**config.mk**
```make
export PLATFORM = sky130hd
export DESIGN_NAME = distance_sort_oet
export DESIGN_NICKNAME = d
export VERILOG_FILES = /design/src/rtl/distance_sort_oet.sv
export SDC_FILE = /design/constraint.sdc
export NUM_CORES = 1
export LEC_CHECK = 0
export ABC_AREA = 1
export BUFFER_PORTS_ARGS = -buffer_cell sky130_fd_sc_hd__clkbuf_2
export CAP_MARGIN = 10
export CORE_MARGIN = 1
export CORE_UTILIZATION = 45
export CTS_CLUSTER_SIZE = 40
export DETAILED_ROUTE_END_ITERATION = 8
export GPL_ROUTABILITY_DRIVEN = 0
export PLACE_DENSITY = 0.67
export SLEW_MARGIN = 5
export SYNTH_ARGS = -nofsm -noshare
export SYNTH_HDL_FRONTEND = slang
export SYNTH_SLANG_ARGS = --single-unit
```
**constraint.sdc**
```tcl
create_clock -name clk -period 9.95 [get_ports clk]
set_input_delay 0.995 -clock clk [delete_from_list [all_inputs] [get_ports clk]]
set_output_delay 0.995 -clock clk [all_outputs]
set_load 0.05 [all_outputs]
```
**src/rtl/distance_sort_oet.sv**
```systemverilog
// Iterative odd-even transposition sorter for the KNN datapath: one compare/swap
// phase per clock, run-time ascending/descending order, early exit once stable.
module distance_sort_oet #(
   parameter int L      = 2,
   parameter int W      = 32,
   parameter int TYPE_W = 3
) (
   input  logic                      clk,
   input  logic                      rst,
   input  logic                      done_calc,
   input  logic                      descend,
   input  logic [W*(1<<L)-1:0]       distance_array,
   input  logic [TYPE_W*(1<<L)-1:0]  type_array,
   output logic [W*(1<<L)-1:0]       distance_array_sorted,
   output logic [TYPE_W*(1<<L)-1:0]  type_array_sorted,
   output logic                      valid_sort,
   output logic                      busy,
   output logic [L:0]                sort_cycles,
   output logic                      overrun
);

   localparam int N = 1 << L;
   localparam logic [L:0] C_N = (L+1)'(N);

   localparam logic [1:0] S_IDLE = 2'd0;
   localparam logic [1:0] S_SORT = 2'd1;
   localparam logic [1:0] S_DONE = 2'd2;

   logic [1:0]        r_state;
   logic [W-1:0]      r_d [N];
   logic [TYPE_W-1:0] r_t [N];
   logic              r_desc;
   logic [L:0]        r_cnt;
   logic              r_prev_zero;

   logic [W-1:0]      w_d_nxt [N];
   logic [TYPE_W-1:0] w_t_nxt [N];
   logic              w_swap;
   logic [L:0]        w_cnt_nxt;
   logic              w_exit;

   // One transposition phase: pairs start at even indices on even phases, odd otherwise.
   always_comb begin
      w_d_nxt = r_d;
      w_t_nxt = r_t;
      w_swap  = 1'b0;
      for (int i = 0; i < N-1; i++) begin
         if ((i[0] == r_cnt[0]) &&
             (r_desc ? (r_d[i] < r_d[i+1]) : (r_d[i] > r_d[i+1]))) begin
            w_d_nxt[i]   = r_d[i+1];
            w_d_nxt[i+1] = r_d[i];
            w_t_nxt[i]   = r_t[i+1];
            w_t_nxt[i+1] = r_t[i];
            w_swap       = 1'b1;
         end else begin
            w_swap = w_swap;
         end
      end
   end

   // Phase accounting: stop after two quiet phases in a row or after N phases.
   always_comb begin
      w_cnt_nxt = r_cnt + {{L{1'b0}}, 1'b1};
      w_exit    = (r_prev_zero && !w_swap) || (w_cnt_nxt == C_N);
   end

   // Control FSM, working arrays and registered outputs.
   always_ff @(posedge clk or posedge rst) begin
      if (rst) begin
         r_state               <= S_IDLE;
         r_desc                <= 1'b0;
         r_cnt                 <= {(L+1){1'b0}};
         r_prev_zero           <= 1'b0;
         distance_array_sorted <= {(W*N){1'b0}};
         type_array_sorted     <= {(TYPE_W*N){1'b0}};
         sort_cycles           <= {(L+1){1'b0}};
         valid_sort            <= 1'b0;
         busy                  <= 1'b0;
         overrun               <= 1'b0;
         for (int i = 0; i < N; i++) begin
            r_d[i] <= {W{1'b0}};
            r_t[i] <= {TYPE_W{1'b0}};
         end
      end else begin
         valid_sort <= 1'b0;
         case (r_state)
            S_IDLE: begin
               if (done_calc) begin
                  for (int i = 0; i < N; i++) begin
                     r_d[i] <= distance_array[i*W +: W];
                     r_t[i] <= type_array[i*TYPE_W +: TYPE_W];
                  end
                  r_desc      <= descend;
                  r_cnt       <= {(L+1){1'b0}};
                  r_prev_zero <= 1'b0;
                  overrun     <= 1'b0;
                  busy        <= 1'b1;
                  r_state     <= S_SORT;
               end
            end
            S_SORT: begin
               r_d         <= w_d_nxt;
               r_t         <= w_t_nxt;
               r_cnt       <= w_cnt_nxt;
               r_prev_zero <= !w_swap;
               if (done_calc) begin
                  overrun <= 1'b1;
               end
               if (w_exit) begin
                  r_state <= S_DONE;
               end
            end
            S_DONE: begin
               for (int i = 0; i < N; i++) begin
                  distance_array_sorted[i*W +: W]           <= r_d[i];
                  type_array_sorted[i*TYPE_W +: TYPE_W]     <= r_t[i];
               end
               sort_cycles <= r_cnt;
               valid_sort  <= 1'b1;
               busy        <= 1'b0;
               if (done_calc) begin
                  overrun <= 1'b1;
               end
               r_state <= S_IDLE;
            end
            default: begin
               busy    <= 1'b0;
               r_state <= S_IDLE;
            end
         endcase
      end
   end

endmodule

```
==> summary.md <==
| Metric | Value |
|---|---|
| Setup total negative slack | 0 ns |
| Die width | 187 um |
| Mapped cell area | 0.0153 mm^2 |
| Number of warnings reported in the yosys synthesis log | 0 |
| Clock root cell | clkbuf_16 |
| Top-level I/O count | 290 |
| Area added between synthesis and finish | 17.7% |
| Count of non-filler cells in the finished layout | 2555 |
| Total half-perimeter wirelength after legalization and detailed placement | 30600 um |
| Number of buffers on the longest clock path | 3 |
| Vias in the first global route | 13.2k |
| Area of the core | 0.0335 mm^2 |
| Required time of the worst setup path | 10.42 ns |
| Die outline height | 187 um |
| Total of fill cells in the finished design | 3206 |
| Clk sinks | 293 |
| Final wirelength | 45200 um |
| Reg-to-reg slack, setup | 5.29 ns |
| Drt initial violations | 1115 |
| Count of flip-flops with a built-in enable after synthesis | 0 |
| Maximum number of pins on one net before global-route repair | 144 |
| Skew-Pair Late Insertion Delay | 0.57 ns |
| Min Tclk post-route | 4.66 ns |
| DRC | 0 |
| Maximum capacitance violations | 0 |
| Largest cells by area after synthesis | dfrtp_1 48%, nand2_1 11%, ha_1 8.2% |
| Clock slew seen by the registers of the worst setup and hold paths | 0.06 ns |
| Count of input and output buffers | 289 |
| Number of unique standard cell types used by synthesis | 34 |
| Net count after synthesis | 2094 |
| Pre-Repair DR Iteration Count | 5 |
| Hold/Removal Path Class | flip-flop to flip-flop |
| Achievable Freq | 215 MHz |
| Setup repair after global routing missed its margin | false |
| Largest area contributor in the synthesized netlist | dfrtp_1 |
| Final setup fails | 0 |
| Hold bufs inserted after CTS | 0 |
| Worst Path Class, Setup | flip-flop to flip-flop |
| Type of element capturing the critical path | flip-flop |
| Die Area | 0.0348 mm^2 |
| Post-detailed-route wirelength per cell | 17.7 um |
| Number of antenna violations at the first check in global routing | 0 |
| GR Overflow Total | 0 |
| Startpoint type of the worst setup path | flip-flop |
| Fraction of layout cells with a size suffix above 1 | 20.0% |
| # nets final | 2327 |
| Worst path arrival time | 5.13 ns |
| Combined global-route utilization of all metal layers | 25.8% |
| Register area share after synthesis | 47.8% |
| Min Hold Slack | 0.493 ns |
| H-tree depth | 1 |
| Design area | 0.0181 mm^2 |
| Inserted Clock Buffers | 31 |
| Number of antenna-violating nets in the routed design | 0 |
| Placed inst area | 0.0169 mm^2 |
| First-pass GRT wire length | 72100 um |
| # rows | 67 |
| Run status | finished clean |
| Proportion of netlist area held by the largest area contributor | 47.8% |
| Number of antenna cells inserted | 0 |
| Worst-Margin Slew | 1.09 ns |
| Mapped Cells | 1849 |
| Vias per cell | 5.30 |
| Synth Flop Type | dfrtp_1 |
| Share of the cycle needed by the critical path after routing | 46.8% |
| Total count of max-transition violations in the final report | 0 |
| Headroom to the max-slew limit | 27.0% |
| Flip-flop and latch count after synthesis | 293 |
| Total vias in the final route | 13.5k |
| Setup clock skew after layout | 0.0274 ns |
| Number of hold-slack violations in the final timing report | 0 |
| Number of cells upsized or downsized after cts | 0 |
| Post-Syn Area per Cell | 8.30 um^2 |
| Number of cells after detailed placement | 2497 |
| Post-CTS setup-driven buffer insertion count | 0 |
| CTS tree | yes |
| Async SR Flop Fraction | 100% |
| Initial core utilization | 45.8% |
| Maximum fanout along the worst path | 66 |
## critical path, cell delays in order (launching register included)
cell and delay (ns):
dfrtp_1 0.42, inv_1 0.10, ha_1 0.32, a21oi_1 0.13, o21ai_0 0.13, a21oi_1 0.28
nand2_1 0.16, nand2_1 0.11, nand2_1 0.07, nand2_2 0.08, nand3_4 0.47, inv_2 0.15
buf_4 0.66, nand2_2 0.17, nand2_2 0.54, buf_4 0.47, o21ai_0 0.16, o21ai_0 0.10
## placed cells by master, fill, tap and decap left out, drive strengths merged
master,count
a21o,1
nand3,73
bufinv,6
xnor2,1
inv,130
nor2,231
nor3,7
ha,101
nand2,470
a22o,2
o21a,7
a31oi,36
nand4,8
clkinvlp,2
mux2,46
clkinv,8
o21bai,2
nor3b,1
dfrtp,293
clkbuf,332
a21oi,209
o21ai,130
buf,11
## cells in the mapped netlist, types with 2 or more instances
master and count:
nor3_1 6, clkinv_1 2, nor2_1 229, buf_4 6
o21ai_0 80, dfrtp_1 293, nand3_2 3, mux2_2 46
o21bai_1 2, clkbuf_1 53, nand2_2 4, nand4_1 8
a21oi_1 207, inv_2 3, a22o_1 2, nand3_1 69
inv_1 126, ha_1 101, o21a_1 7, a31oi_1 35
buf_1 5, o21ai_1 50, buf_6 15, buf_2 21
nand2_1 466, a21oi_2 2
## cell type report
| cell class | count | area [um^2] | area share (%) |
|---|---|---|---|
| clock buffer | 43 | 891 | 4.93 |
| tap | 448 | 561 | 3.10 |
| clock inverter | 15 | 234 | 1.30 |
| multi-input combinational | 1325 | 7020 | 38.8 |
| timing repair buffer | 300 | 1530 | 8.46 |
| sequential | 293 | 7330 | 40.6 |
| inverter | 131 | 502 | 2.78 |
## per-stage QoR
| step | setup slack (ns) | util (%) |
|---|---|---|
| finish | 5.29 | 53.9 |
| global route | 5.05 | 53.9 |
| CTS | 5.37 | 53.9 |
| detailed placement | 5.38 | 50.5 |
| global placement | 5.53 | 50.5 |
| floorplan | 0.864 | - |
## layer usage
metal	share of wire (%)	up-vias	track usage, %
met2	46	459	41.8
li1	-	6550	-
met3	5.7	65	2.90
met1	46	6462	37.1
met4	2.2	0	6.24
met5	0	-	0
## logic make-up (layout without fill, tap and decap cells)
kind of cell             after synthesis  in the layout  share of synthesized area, %
XOR/XNOR                               1              1                        0.0571
buffers and inverters                231            489                          6.70
AO/OA/AOI/OAI                        387            387                          13.3
flip-flops                           293            293                          47.8
AND/OR/NAND/NOR                      790            790                          20.6
adder cells (fa/ha/maj)              101            101                          8.24
multiplexers                          46             46                          3.38
## worst paths after layout
path | startpoint | to | depth (start not counted)
max in group asynchronous | rst | r_d[40] | 3
min | r_prev_zero | r_prev_zero | 2
min in group asynchronous | rst | distance_array_sorted[113] | 2
max reg2reg | r_d[45] | r_d[56] | 17
max | r_d[45] | r_d[56] | 17
min reg2reg | r_prev_zero | r_prev_zero | 2
## state kept, by name, indices dropped and copies added (netlist names)
signal,count
distance_array_sorted,128
sort_cycles,3
r_state,2
r_desc,1
type_array_sorted,12
busy,1
r_cnt,3
r_d,128
r_prev_zero,1
valid_sort,1
overrun,1
r_t,12
Power is not shown: default switching activity piles up to over one toggle a cycle in this logic, so the estimate is an artifact.
